## src/rtl/fifo_burst_reader_if.sv

```systemverilog
// Purpose: FIFO read port plus valid/ready output stream of the burst reader.
// Latency: wiring only, no state.
// Backpressure: DOUT_READY flows from the consumer to the reader (slave drives it).
interface fifo_burst_reader_if #(
  parameter int SIZE = 8
);
  logic            READ;
  logic            F_EMPTY_N;
  logic [SIZE-1:0] FIFO_DATA;
  logic [SIZE-1:0] DOUT;
  logic            DOUT_VALID;
  logic            DOUT_READY;

  // Reader side: strobes the FIFO and sources the stream.
  modport master (
    output READ,
    input  F_EMPTY_N,
    input  FIFO_DATA,
    output DOUT,
    output DOUT_VALID,
    input  DOUT_READY
  );

  // Environment side: the FIFO plus the downstream consumer.
  modport slave (
    input  READ,
    output F_EMPTY_N,
    output FIFO_DATA,
    input  DOUT,
    input  DOUT_VALID,
    output DOUT_READY
  );
endinterface

```

## src/rtl/fifo_burst_reader.sv

```systemverilog
// Purpose: drains BURST_LEN words from a shift-register FIFO onto a valid/ready stream.
// Latency: START in cycle 0 -> READ in cycle 1 -> DOUT_VALID in cycle 3; 1 word/cycle sustained.
// Backpressure: DOUT held while DOUT_READY=0; READ throttled so buffered+in-flight words never exceed 2.
module fifo_burst_reader #(
  parameter int SIZE    = 8,
  parameter int BURST_W = 8
) (
  input  logic               CLOCK,
  input  logic               RESET_N,
  input  logic               CLEAR_N,
  input  logic               START,
  input  logic [BURST_W-1:0] BURST_LEN,
  fifo_burst_reader_if.master bus,
  output logic               BUSY,
  output logic               DONE,
  output logic [BURST_W-1:0] WORD_CNT
);

  typedef enum logic [1:0] {IDLE, READING, DRAIN} state_t;

  state_t             state;
  state_t             state_nxt;
  logic [BURST_W-1:0] len;
  logic [BURST_W-1:0] req_cnt;
  logic               pend;       // a FIFO read was issued last cycle; data lands now
  logic [1:0]         occ;        // words held in the 2-entry output buffer
  logic [SIZE-1:0]    head;
  logic [SIZE-1:0]    tail;
  logic               pop;
  logic               rd;
  logic               last_pop;
  logic               start_ok;
  logic [2:0]         committed;  // words that will occupy the buffer after this edge

  assign bus.READ       = rd;
  assign bus.DOUT       = head;
  assign bus.DOUT_VALID = (occ != 2'd0);
  assign BUSY           = (state != IDLE);

  // Handshake, read throttling and burst completion decode.
  always_comb begin
    pop       = 1'b0;
    committed = 3'd0;
    rd        = 1'b0;
    last_pop  = 1'b0;
    start_ok  = 1'b0;
    pop       = (occ != 2'd0) & bus.DOUT_READY;
    committed = {1'b0, occ} + {2'b00, pend} - {2'b00, pop};
    // CLEAR_N gates READ so the FIFO never loses a word into a buffer being flushed.
    rd        = CLEAR_N & (state == READING) & bus.F_EMPTY_N &
                (req_cnt < len) & (committed < 3'd2);
    last_pop  = pop & (state != IDLE) & (WORD_CNT == len - 1'b1);
    start_ok  = (state == IDLE) & START & (BURST_LEN != '0);
  end

  // Next-state logic: completion wins over the READING->DRAIN hand-off.
  always_comb begin
    state_nxt = state;
    case (state)
      IDLE:    if (start_ok) state_nxt = READING;
      READING: begin
        if (last_pop)                               state_nxt = IDLE;
        else if (rd && (req_cnt == len - 1'b1))     state_nxt = DRAIN;
      end
      DRAIN:   if (last_pop) state_nxt = IDLE;
      default: state_nxt = IDLE;
    endcase
  end

  // State register with synchronous clear.
  always_ff @(posedge CLOCK or negedge RESET_N) begin
    if (!RESET_N)      state <= IDLE;
    else if (!CLEAR_N) state <= IDLE;
    else               state <= state_nxt;
  end

  // Burst length, request/accept counters, in-flight flag and DONE pulse.
  always_ff @(posedge CLOCK or negedge RESET_N) begin
    if (!RESET_N) begin
      len      <= '0;
      req_cnt  <= '0;
      WORD_CNT <= '0;
      pend     <= 1'b0;
      DONE     <= 1'b0;
    end else if (!CLEAR_N) begin
      len      <= '0;
      req_cnt  <= '0;
      WORD_CNT <= '0;
      pend     <= 1'b0;
      DONE     <= 1'b0;
    end else begin
      pend <= rd;
      DONE <= last_pop;
      if (start_ok) begin
        len      <= BURST_LEN;
        req_cnt  <= '0;
        WORD_CNT <= '0;
      end else begin
        if (rd)  req_cnt  <= req_cnt + 1'b1;
        if (pop) WORD_CNT <= WORD_CNT + 1'b1;
      end
    end
  end

  // Two-entry output buffer: FIFO word enters at the tail, stream reads the head.
  always_ff @(posedge CLOCK or negedge RESET_N) begin
    if (!RESET_N) begin
      occ  <= 2'd0;
      head <= '0;
      tail <= '0;
    end else if (!CLEAR_N) begin
      occ  <= 2'd0;
      head <= '0;
      tail <= '0;
    end else begin
      case ({pend, pop})
        2'b10: begin
          if (occ == 2'd0) head <= bus.FIFO_DATA;
          else             tail <= bus.FIFO_DATA;
          occ <= occ + 2'd1;
        end
        2'b01: begin
          head <= tail;
          occ  <= occ - 2'd1;
        end
        2'b11: begin
          if (occ == 2'd1) begin
            head <= bus.FIFO_DATA;
          end else begin
            head <= tail;
            tail <= bus.FIFO_DATA;
          end
        end
        default: ;
      endcase
    end
  end

endmodule

```

## src/flat_wrapper.sv

```systemverilog
// flat-port wrapper written by rule: the top's interface ports become plain ports
module fifo_burst_reader_flat 
#(
  parameter int SIZE    = 8,
  parameter int BURST_W = 8
)
  (CLOCK, RESET_N, CLEAR_N, START, BURST_LEN, BUSY, DONE, WORD_CNT, bus_READ, bus_F_EMPTY_N, bus_FIFO_DATA, bus_DOUT, bus_DOUT_VALID, bus_DOUT_READY);
  fifo_burst_reader_if #(.SIZE(SIZE)) bus_i ();
  input  logic CLOCK;
  input  logic RESET_N;
  input  logic CLEAR_N;
  input  logic START;
  input  logic [BURST_W-1:0] BURST_LEN;
  output logic BUSY;
  output logic DONE;
  output logic [BURST_W-1:0] WORD_CNT;
  output wire logic [$bits(bus_i.READ)-1:0] bus_READ;
  input wire logic [$bits(bus_i.F_EMPTY_N)-1:0] bus_F_EMPTY_N;
  input wire logic [$bits(bus_i.FIFO_DATA)-1:0] bus_FIFO_DATA;
  output wire logic [$bits(bus_i.DOUT)-1:0] bus_DOUT;
  output wire logic [$bits(bus_i.DOUT_VALID)-1:0] bus_DOUT_VALID;
  input wire logic [$bits(bus_i.DOUT_READY)-1:0] bus_DOUT_READY;
  assign bus_READ = bus_i.READ;
  assign bus_i.F_EMPTY_N = bus_F_EMPTY_N;
  assign bus_i.FIFO_DATA = bus_FIFO_DATA;
  assign bus_DOUT = bus_i.DOUT;
  assign bus_DOUT_VALID = bus_i.DOUT_VALID;
  assign bus_i.DOUT_READY = bus_DOUT_READY;
  fifo_burst_reader #(.SIZE(SIZE), .BURST_W(BURST_W)) u_core (.CLOCK(CLOCK), .RESET_N(RESET_N), .CLEAR_N(CLEAR_N), .START(START), .BURST_LEN(BURST_LEN), .bus(bus_i), .BUSY(BUSY), .DONE(DONE), .WORD_CNT(WORD_CNT));
endmodule
```

## config.mk

```make
export PLATFORM = sky130hd
export DESIGN_NAME = fifo_burst_reader_flat
export DESIGN_NICKNAME = d
export VERILOG_FILES = /design/src/rtl/fifo_burst_reader_if.sv /design/src/rtl/fifo_burst_reader.sv /design/src/flat_wrapper.sv
export SDC_FILE = /design/constraint.sdc
export NUM_CORES = 1
export LEC_CHECK = 0
export ABC_AREA = 1
export BUFFER_PORTS_ARGS = -buffer_cell sky130_fd_sc_hd__clkbuf_2
export CELL_PAD_IN_SITES_DETAIL_PLACEMENT = 1
export CELL_PAD_IN_SITES_GLOBAL_PLACEMENT = 1
export CORE_UTILIZATION = 42
export DETAILED_ROUTE_END_ITERATION = 8
export PLACE_DENSITY_LB_ADDON = 0.1
export REMOVE_ABC_BUFFERS = 1
export SYNTH_ARGS = -nofsm -noshare
export SYNTH_HDL_FRONTEND = slang
export SYNTH_SLANG_ARGS = --single-unit
export TNS_END_PERCENT = 1
```

## constraint.sdc

```tcl
create_clock -name CLOCK -period 3 [get_ports CLOCK]
set_input_delay 0 -clock CLOCK [delete_from_list [all_inputs] [get_ports CLOCK]]
set_output_delay 0 -clock CLOCK [all_outputs]
set_load 0.02 [all_outputs]
```

==> results.ini, run 1 <==
[clock_network]
cts.reportedPaths.clkPinSlew_ps = 90
cts-htree-levels = 2
cts-buffers-inserted = 5
numClockSinks = 46
clk_latency_ps = 300
cts_root_buf = sky130_fd_sc_hd__clkbuf_8
tritoncts = yes
cts_buffer_depth = 2

[floorplanning]
core_region_area_sq_um = 6490
die_height_microns = 84.9
initial_utilization_pct = 44.4
dieWidth_microns = 84.9
ios = 42
design.die.area_sq_um = 7210
num_rows = 29

[drt]
via_count = 2912
avgViaCountPerCell = 5.45
drt-pass1-iter-count = 6
post_detailed_route_drc_marker_count = 0
first_iter_violations = 95
drt.antenna.violating_nets = 0
detail_route.wirelength_microns = 8810
wire_per_inst_microns = 16.5

[setup_path]
endpoint_kind = primary output
critPathKind = reg2out
crit_required_ps = 3000
worstSetupPathDepth = 13
critical-path-top-delay-family = adder cells
cp_max_fo = 7
slowest_delay_ps = 380
crit_chain = inv_1 > ha_1 > inv_1 > nand2_2 > ha_1 > inv_1 > nand2_1 > fa_1 > xor2_1 > nor2_2 > nand4_4 > inv_4 > clkbuf_2
ff2ff_path_depth = 15
cp_data_arrival_time_ps = 2790
critical_path.slowest_cell = sky130_fd_sc_hd__dfrtp_1
timing.critical_path.buf_inv = 5
cp_common_cell = sky130_fd_sc_hd__inv_1
critPathLaunchType = flop

[synthesis]
synth_area_per_inst_sq_um = 7.38
synthDominantCellAreaShare_pct = 39.9
mappedNetlistArea_sq_um = 2890
synth_cells = 391
netlist.top_cell.by_area = sky130_fd_sc_hd__dfrtp_1
synth_seq_cells = 46
synthesis.yosys.warnings = 0
synth.top_cells.by_area = sky130_fd_sc_hd__dfrtp_1 40%, sky130_fd_sc_hd__nand3_1 9.2%, sky130_fd_sc_hd__nand2_1 9.0%
synth_sequential_area_ratio_pct = 39.9
synth_cell_type_count = 28

[global_route]
grt.total_usage_pct = 25.5
globalRouteOverflowTotal = 0
grt_antenna_before_repair = 0
grt_first_pass_wirelength_microns = 14400
largest_net_degree_at_the_start_of_global_routing = 35
vias_in_the_first_global_route = 3080

[cells_and_area]
antennaDiodeCount = 0
syn_to_final_growth_pct = 22.7
finish.net_count = 495
layout.cells.most_common = sky130_fd_sc_hd__nand2_1
share_of_post_route_cells_with_drive_strength_above_1_pct = 14.9
mostFrequentLayoutCells = 69 x sky130_fd_sc_hd__nand2_1, 66 x sky130_fd_sc_hd__inv_1, 53 x sky130_fd_sc_hd__nand3_1

[flow_run]
max-cap-violations = 0

[outcome]
outcome = finished, final reports clean

[timing]
finalSetupViolations = 0
max-slew-margin-rel_pct = 35.5
post-route-worst-setup-slack_ps = 208
timing.clock.skew_ps = 5.66
transition_time_at_the_pin_with_the_least_slew_margin_ps = 967
setup_total_negative_slack_ps = 0
final_hold_viol_count = 0
final.period_utilization_pct = 93.1
finalCriticalPeriod_ps = 2790
rsz0062_at_grt = no
max_freq_mhz = 358
timing.final.max_slew_violations = 0

[placed_design]
detailedPlacementHpwl_microns = 6420
io_buffers = 41
place.gp.congestion = 0.806
pre_cts_ws_ps = 53.0

[power_and_ir_drop]
power.ir.vdd_worst_mv = 0.244
power.density_cell_area_nw_per_um2 = 518
leakage_power_uw = 0.00183

[hold_path]
hp-class = in2reg
timing.hold.worst_path_depth = 4

[logic make-up after synthesis]
family          after synthesis  synth area share (%)
compound gates               65                  12.4
xor+xnor                      7                  2.12
fa+ha+maj                    17                  7.63
buf+inv                      76                  9.88
flops                        46                  39.9
simple gates                180                  28.1
[worst min-delay path, delay by kind of cell]
| family | cells | cell delay [ps] |
|---|---|---|
| buffers and inverters | 1 | 80 |
| AO/OA/AOI/OAI | 1 | 50 |
| AND/OR/NAND/NOR | 2 | 170 |
[path summary, 6_finish.rpt]
path                            slack [ps]               start            endpoint
worst max-delay path                   210       u_core.occ[0]            bus_READ
worst min-delay path                    50      bus_DOUT_READY  u_core.WORD_CNT[1]
worst max register to register         230       u_core.occ[0]   u_core.req_cnt[7]
worst min register to register         520  u_core.bus.DOUT[1]  u_core.bus.DOUT[1]
max in group asynchronous             1880             RESET_N  u_core.bus.DOUT[3]
min in group asynchronous              380             RESET_N       u_core.len[1]
[synthesized netlist by cell type]
cell type	instances
sky130_fd_sc_hd__and2_1	2
sky130_fd_sc_hd__nand3b_1	1
sky130_fd_sc_hd__ha_1	16
sky130_fd_sc_hd__xnor2_1	1
sky130_fd_sc_hd__clkbuf_1	5
sky130_fd_sc_hd__a31oi_1	1
sky130_fd_sc_hd__nor2_1	29
sky130_fd_sc_hd__nor2_2	3
sky130_fd_sc_hd__nand3_1	53
sky130_fd_sc_hd__o21ai_1	1
sky130_fd_sc_hd__a21o_1	1
sky130_fd_sc_hd__dfrtp_1	46
sky130_fd_sc_hd__inv_1	66
sky130_fd_sc_hd__nor3_1	9
sky130_fd_sc_hd__fa_1	1
sky130_fd_sc_hd__o22ai_1	17
sky130_fd_sc_hd__xor2_1	6
sky130_fd_sc_hd__buf_1	1
sky130_fd_sc_hd__nand4_1	9
sky130_fd_sc_hd__a21oi_1	18
sky130_fd_sc_hd__or2_2	1
sky130_fd_sc_hd__nand2_1	69
sky130_fd_sc_hd__inv_2	4
sky130_fd_sc_hd__nand2_2	3
sky130_fd_sc_hd__o21ai_0	24
sky130_fd_sc_hd__o21bai_1	2
sky130_fd_sc_hd__nand4_2	1
sky130_fd_sc_hd__a21boi_0	1
[final cells by class]
| cell class | count | area (sq um) |
|---|---|---|
| clock inverters | 3 | 68.8 |
| repair buffers | 64 | 423 |
| fillers | 850 | 2950 |
| multi-input cells | 269 | 1470 |
| well taps | 77 | 96.3 |
| inverters | 70 | 265 |
| clock buffers | 5 | 68.8 |
| flip-flops and latches | 46 | 1150 |
[timing repair]
action | CTS | global route
setup buffers | 0 | 2
hold buffers | 18 | 0
setup endpoints to repair | 0 | 6
hold endpoints to repair | 50 | 0
resized for setup | 0 | 5
[registers in the layout, indices dropped and copies added, names as in the netlist]
name / count
u_core.bus.DOUT: 8
u_core.state: 2
u_core.DONE: 1
u_core.occ: 2
u_core.WORD_CNT: 8
u_core.req_cnt: 8
u_core.len: 8
u_core.tail: 8
u_core.pend: 1
[report_power, final]
part	switching, uW	internal, uW
Combinational	376	190
Clock	226	334
Sequential	35.6	672
[per-layer routing]
metal  global-route usage (%)  routed length [microns]  part of all wire [%]
met1                     27.4                     3610                    41
met2                     49.2                     4670                    53
met3                     3.60                      231                   2.6
met4                     11.6                      299                   3.4
met5                        0                        0                     0
[stage by stage]
stage | instance area (sq um) | power, uW | hold slack [ps] | cells | utilization (%)
finish | 3540 | 1830 | 46.0 | 534 | 54.5
global route | 3540 | 1940 | 72.0 | 534 | 54.5
CTS | 3510 | 1820 | 40.5 | 532 | 54.0
detailed placement | 3190 | 1240 | 189 | 506 | 49.1
global placement | 3190 | 1220 | 188 | 506 | 49.1
floorplan | 2860 | 1060 | -296 | 385 | -
(Power assumes the default switching activity.)
==> run 2, diff against run 1 <==
--- a/config.mk
+++ b/config.mk
@@ -12,7 +12,6 @@
 export CORE_UTILIZATION = 42
 export DETAILED_ROUTE_END_ITERATION = 8
 export PLACE_DENSITY_LB_ADDON = 0.1
-export REMOVE_ABC_BUFFERS = 1
 export SYNTH_ARGS = -nofsm -noshare
 export SYNTH_HDL_FRONTEND = slang
 export SYNTH_SLANG_ARGS = --single-unit
==> results.ini, run 2 (synthesized netlist as in run 1, its figures left out) <==
[hold_path]
hp-class = in2reg

[power_and_ir_drop]
report.power.total_uw = 1690  ; -7.8%
power.ir.vdd_worst_mv = 0.246  ; +0.82%
power.density_cell_area_nw_per_um2 = 482  ; -6.9%
leakage_power_uw = 0.00182  ; -0.63%

[global_route]
vias_in_the_first_global_route = 3025  ; -1.8%
grt_first_pass_wirelength_microns = 14400  ; +0.15%
grt.total_usage_pct = 25.6  ; +0.16 points
grt_antenna_before_repair = 0  ; unchanged
globalRouteOverflowTotal = 0  ; unchanged
largest_net_degree_at_the_start_of_global_routing = 36  ; +2.9%

[timing]
rsz0062_at_grt = no
final.period_utilization_pct = 92.4  ; -0.61 points
timing.clock.skew_ps = 6.40  ; +0.743 ps
setup_total_negative_slack_ps = 0  ; unchanged
timing.final.max_slew_violations = 0  ; unchanged
finalSetupViolations = 0  ; unchanged
max_freq_mhz = 361  ; +0.66%
transition_time_at_the_pin_with_the_least_slew_margin_ps = 929  ; -38.6 ps
post-route-worst-setup-slack_ps = 227  ; +18.3 ps
max-slew-margin-rel_pct = 38.1  ; +2.6 points
final_hold_viol_count = 0  ; unchanged
finalCriticalPeriod_ps = 2770  ; -18.3 ps

[cells_and_area]
final_cell_count_no_fill = 535  ; +0.19%
post-route-util_pct = 54.0  ; -0.54 points
antennaDiodeCount = 0  ; unchanged
syn_to_final_growth_pct = 21.5
share_of_post_route_cells_with_drive_strength_above_1_pct = 15.3  ; +0.40 points
finish.net_count = 496  ; +0.20%
mostFrequentLayoutCells = 69 x sky130_fd_sc_hd__nand2_1, 65 x sky130_fd_sc_hd__inv_1, 53 x sky130_fd_sc_hd__nand3_1
layout.cells.most_common = sky130_fd_sc_hd__nand2_1

[setup_path]
critPathKind = reg2reg
crit_required_ps = 3250  ; +250 ps
regToRegSetupSlack_ps = 230  ; about the same
critPathLaunchType = flop
endpoint_kind = flop
timing.critical_path.buf_inv = 3  ; -2
critical_path.slowest_cell = sky130_fd_sc_hd__dfrtp_1
crit_chain = inv_1 > ha_1 > inv_2 > nand2_4 > ha_1 > inv_1 > nand2_1 > fa_1 > xor2_1 > nor2_2 > nand4_4 > nand2_4 > nand3_1 > a21oi_1 > and2_1
slowest_delay_ps = 410  ; +30 ps
cp_data_arrival_time_ps = 3020  ; +230 ps
critical-path-top-delay-family = simple AND/OR/NAND/NOR gates
cp_max_fo = 7  ; unchanged

[drt]
drt-pass1-iter-count = 4  ; -2
drt.antenna.violating_nets = 0  ; unchanged
avgViaCountPerCell = 5.26  ; -3.6%
wire_per_inst_microns = 15.7  ; -4.6%
detail_route.wirelength_microns = 8420  ; -4.4%
first_iter_violations = 78  ; -18%
via_count = 2812  ; -3.4%
post_detailed_route_drc_marker_count = 0  ; unchanged

[placed_design]
place.gp.congestion = 0.804  ; -0.30%
detailedPlacementHpwl_microns = 6370  ; -0.79%
pre_cts_ws_ps = 37.9  ; -15.1 ps
io_buffers = 41  ; unchanged
dpl.cell_count = 507  ; +0.20%

[synthesis]
synth_fp_nets = 430

[clock_network]
cts_root_buf = sky130_fd_sc_hd__clkbuf_8
cts_buffer_depth = 2  ; unchanged
clk_latency_ps = 310  ; about the same
numClockSinks = 46  ; unchanged
cts-htree-levels = 2  ; unchanged
cts.reportedPaths.clkPinSlew_ps = 90  ; about the same
tritoncts = yes
cts-buffers-inserted = 5  ; unchanged

[flow_run]
max-cap-violations = 0  ; unchanged

[floorplanning]
dieWidth_microns = 84.9  ; unchanged
num_rows = 29  ; unchanged
ios = 42  ; unchanged
design.die.area_sq_um = 7210  ; unchanged
initial_utilization_pct = 44.4  ; unchanged
core_region_area_sq_um = 6490  ; unchanged
die_height_microns = 84.9  ; unchanged

[outcome]
outcome = finished, final reports clean

==> run 2: per-layer routing <==
layer | GRT usage (%) | wire length, microns | vias to the layer above
met5 | 0 | 0 | -
met1 | 29.0 | 3590 | 1352
met4 | 8.94 | 189 | 0
li1 | - | - | 1414
met2 | 49.2 | 4500 | 33
met3 | 3.40 | 145 | 13
==> run 2: worst register-to-register path, delay by kind of cell (launching register included) <==
kind	cells	cell delay, ps
xor+xnor	1	160
simple gates	7	870
buf+inv	3	260
fa+ha+maj	3	850
flops	1	410
compound gates	1	170
==> run 2: worst paths after layout <==
check / startpoint / end / cells past startpoint
min in group asynchronous: RESET_N / u_core.len[0] / 2
max in group asynchronous: RESET_N / u_core.state[1] / 3
max: u_core.occ[1] / u_core.req_cnt[7] / 15
min reg2reg: u_core.bus.DOUT[0] / u_core.bus.DOUT[0] / 2
max reg2reg: u_core.occ[1] / u_core.req_cnt[7] / 15
min: bus_DOUT_READY / u_core.WORD_CNT[1] / 4
==> run 2: stage by stage <==
stage,area (sq um),hold slack (ps)
after global placement,3200,171
final,3510,32.8
after detailed placement,3200,185
after global routing,3510,48.5
after CTS,3460,66.2
after floorplan,2890,-296
==> run 2: power breakdown <==
group | internal (uW) | total [uW] | switching, uW
combinational | 196 | 563 | 367
clock | 186 | 417 | 231
sequential | 672 | 710 | 38.6
total | 1050 | 1690 | 637
==> run 2: repair_timing <==
action | CTS | global route
hold endpoints to repair | 50 | 0
endpoints found under the setup margin | 0 | 7
buffers inserted | 0 | 3
hold buffers | 17 | 0
resized for setup | 0 | 6
==> run 2: cell type report <==
class	instances	area [sq um]
Fill cell	855	2990
Tap cell	77	96.3
Clock inverter	2	12.5
Sequential cell	46	1150
Timing Repair Buffer	65	428
Multi-Input combinational cell	269	1470
Clock buffer	6	82.6
Inverter	70	265
==> run 3, diff against run 2 <==
--- a/config.mk
+++ b/config.mk
@@ -12,6 +12,7 @@
 export CORE_UTILIZATION = 42
 export DETAILED_ROUTE_END_ITERATION = 8
 export PLACE_DENSITY_LB_ADDON = 0.1
+export SETUP_SLACK_MARGIN = 0.3
 export SYNTH_ARGS = -nofsm -noshare
 export SYNTH_HDL_FRONTEND = slang
 export SYNTH_SLANG_ARGS = --single-unit
==> constraint.sdc (replaced) <==
create_clock -name CLOCK -period 3 [get_ports CLOCK]
set_input_delay 0.6 -clock CLOCK [delete_from_list [all_inputs] [get_ports CLOCK]]
set_output_delay 0.6 -clock CLOCK [all_outputs]
set_load 0.02 [all_outputs]
==> results.ini, run 3 (synthesized netlist as in run 1, its figures left out) <==
[outcome]
outcome = finished with violations
violations = design-rule violations

[global_route]
largest_net_degree_at_the_start_of_global_routing = 47  ; +31%
grt_first_pass_wirelength_microns = 14600  ; +1.3%
vias_in_the_first_global_route = 3030  ; +0.17%
grt.total_usage_pct = 25.9  ; +0.29 points
globalRouteOverflowTotal = 0  ; unchanged
grt_antenna_before_repair = 0  ; unchanged

[cells_and_area]
seqCellArea_sq_um = 1150  ; unchanged
layout.cells.most_common = sky130_fd_sc_hd__nand2_1
syn_to_final_growth_pct = 22.6
antennaDiodeCount = 0  ; unchanged
finish.net_count = 490  ; -1.2%
mostFrequentLayoutCells = 68 x sky130_fd_sc_hd__nand2_1, 61 x sky130_fd_sc_hd__inv_1, 53 x sky130_fd_sc_hd__nand3_1
area_taken_by_multi_input_logic_gates_sq_um = 1560  ; +5.8%
share_of_post_route_cells_with_drive_strength_above_1_pct = 20.8  ; +5.5 points
fillCellCount = 859  ; +0.47%

[drt]
wire_per_inst_microns = 16.6  ; +5.5%
via_count = 2857  ; +1.6%
post_detailed_route_drc_marker_count = 1  ; +1
drt-pass1-iter-count = 6  ; +2
drt.antenna.violating_nets = 0  ; unchanged
avgViaCountPerCell = 5.40  ; +2.8%
first_iter_violations = 105  ; +35%
detail_route.wirelength_microns = 8780  ; +4.3%

[floorplanning]
num_rows = 29  ; unchanged
dieWidth_microns = 84.9  ; unchanged
design.die.area_sq_um = 7210  ; unchanged
die_height_microns = 84.9  ; unchanged
ios = 42  ; unchanged
initial_utilization_pct = 44.4  ; unchanged
core_region_area_sq_um = 6490  ; unchanged

[clock_network]
cts_root_buf = sky130_fd_sc_hd__clkbuf_8
cts_buffer_depth = 2  ; unchanged
tritoncts = yes
numClockSinks = 46  ; unchanged
cts-buffers-inserted = 5  ; unchanged
cts.reportedPaths.clkPinSlew_ps = 90  ; about the same
cts_hold_buffers = 0  ; -17
cts-htree-levels = 2  ; unchanged
clk_latency_ps = 310  ; about the same

[power_and_ir_drop]
leakage_power_uw = 0.00183  ; +0.93%
power.density_cell_area_nw_per_um2 = 526  ; +9.1%
report.power.total_uw = 1860  ; +10%
power.ir.vdd_worst_mv = 0.235  ; -4.3%

[hold_path]
hp-class = in2async

[setup_path]
critical_path.slowest_cell = sky130_fd_sc_hd__fa_2
crit_chain = inv_2 > ha_4 > inv_6 > nand2_8 > ha_4 > inv_4 > nand2_4 > fa_2 > inv_2 > nor2_4 > nand4_4 > inv_4 > buf_8
cp_data_arrival_time_ps = 2390  ; -630 ps
cp_max_fo = 3  ; -4
critPathLaunchType = flop
critical-path-top-delay-family = adder cells
slowest_delay_ps = 520  ; +110 ps
critPathKind = reg2out
endpoint_kind = primary output
crit_required_ps = 2400  ; -850 ps
timing.critical_path.buf_inv = 6  ; +3

[placed_design]
detailedPlacementHpwl_microns = 6580  ; +3.3%
place.gp.congestion = 0.808  ; +0.53%
io_buffers = 41  ; unchanged

[timing]
transition_time_at_the_pin_with_the_least_slew_margin_ps = 623  ; -305 ps
finalHoldWorstSlack_ps = 378  ; +345 ps
final.period_utilization_pct = 99.5  ; +7.1 points
max_freq_mhz = 335  ; -7.1%
finalSetupViolations = 0  ; unchanged
finalCriticalPeriod_ps = 2990  ; +213 ps
max-slew-margin-rel_pct = 58.4  ; +20 points
timing.clock.skew_ps = 3.66  ; -2.74 ps
timing.final.max_slew_violations = 0  ; unchanged
rsz0062_at_grt = yes
final_hold_viol_count = 0  ; unchanged

[synthesis]
synth_fp_nets = 430  ; unchanged

[flow_run]
max-cap-violations = 0  ; unchanged

[run 3: layout make-up]
cell class / instances / area share [%]
clock inverters: 3 / 1.13
well taps: 77 / 2.72
clock buffers: 5 / 1.94
flip-flops and latches: 46 / 32.5
repair buffers: 59 / 10.0
multi-input cells: 269 / 44.0
inverters: 70 / 7.71
[run 3: repair_timing]
item                                    in CTS  in global routing
setup buffers                                8                  2
resized for setup                           14                 10
pin swaps                                    6                  6
endpoints found under the setup margin       6                 11
[run 3: metrics by stage]
stage | utilization (%) | TNS, ps | worst slack [ps] | instance area (sq um) | std cells
6_report | 54.5 | 0 | 13.9 | 3540 | 529
5_1_grt | 54.5 | -68.1 | -68.1 | 3540 | 529
4_1_cts | 53.7 | -54.2 | -54.2 | 3490 | 527
3_5_place_dp | 50.3 | 0 | 12.2 | 3270 | 511
3_3_place_gp | 50.3 | 0 | 124 | 3270 | 511
2_1_floorplan | - | 0 | 309 | 2930 | 391
[run 3: per-layer routing]
metal	share of wire [%]	wire, microns	vias to the layer above	GRT usage (%)
met3	2.1	186	11	3.70
li1	-	-	1407	-
met2	48	4250	35	44.2
met5	0	0	-	0
met1	48	4210	1404	34.7
met4	1.5	136	0	6.93
[run 3: worst paths after layout]
path | startpoint | end | slack, ps | depth (start not counted)
setup reg to reg | u_core.occ[1] | u_core.req_cnt[7] | 200 | 18
setup / recovery | u_core.occ[1] | bus_READ | 10 | 13
hold reg to reg | u_core.bus.DOUT[3] | u_core.bus.DOUT[3] | 520 | 2
max in group asynchronous | RESET_N | u_core.bus.DOUT[3] | 2190 | 2
hold / removal | RESET_N | u_core.len[1] | 380 | 2
min in group CLOCK | u_core.bus.DOUT[3] | u_core.bus.DOUT[3] | 520 | 2
[run 3: power breakdown]
group / internal [uW] / leakage [uW] / total, uW / switching, uW
Combinational: 251 / 0.00116 / 678 / 427
Sequential: 671 / 0.000621 / 708 / 36.6
Clock: 246 / 0.0000579 / 476 / 230
Total: 1170 / 0.00183 / 1860 / 694
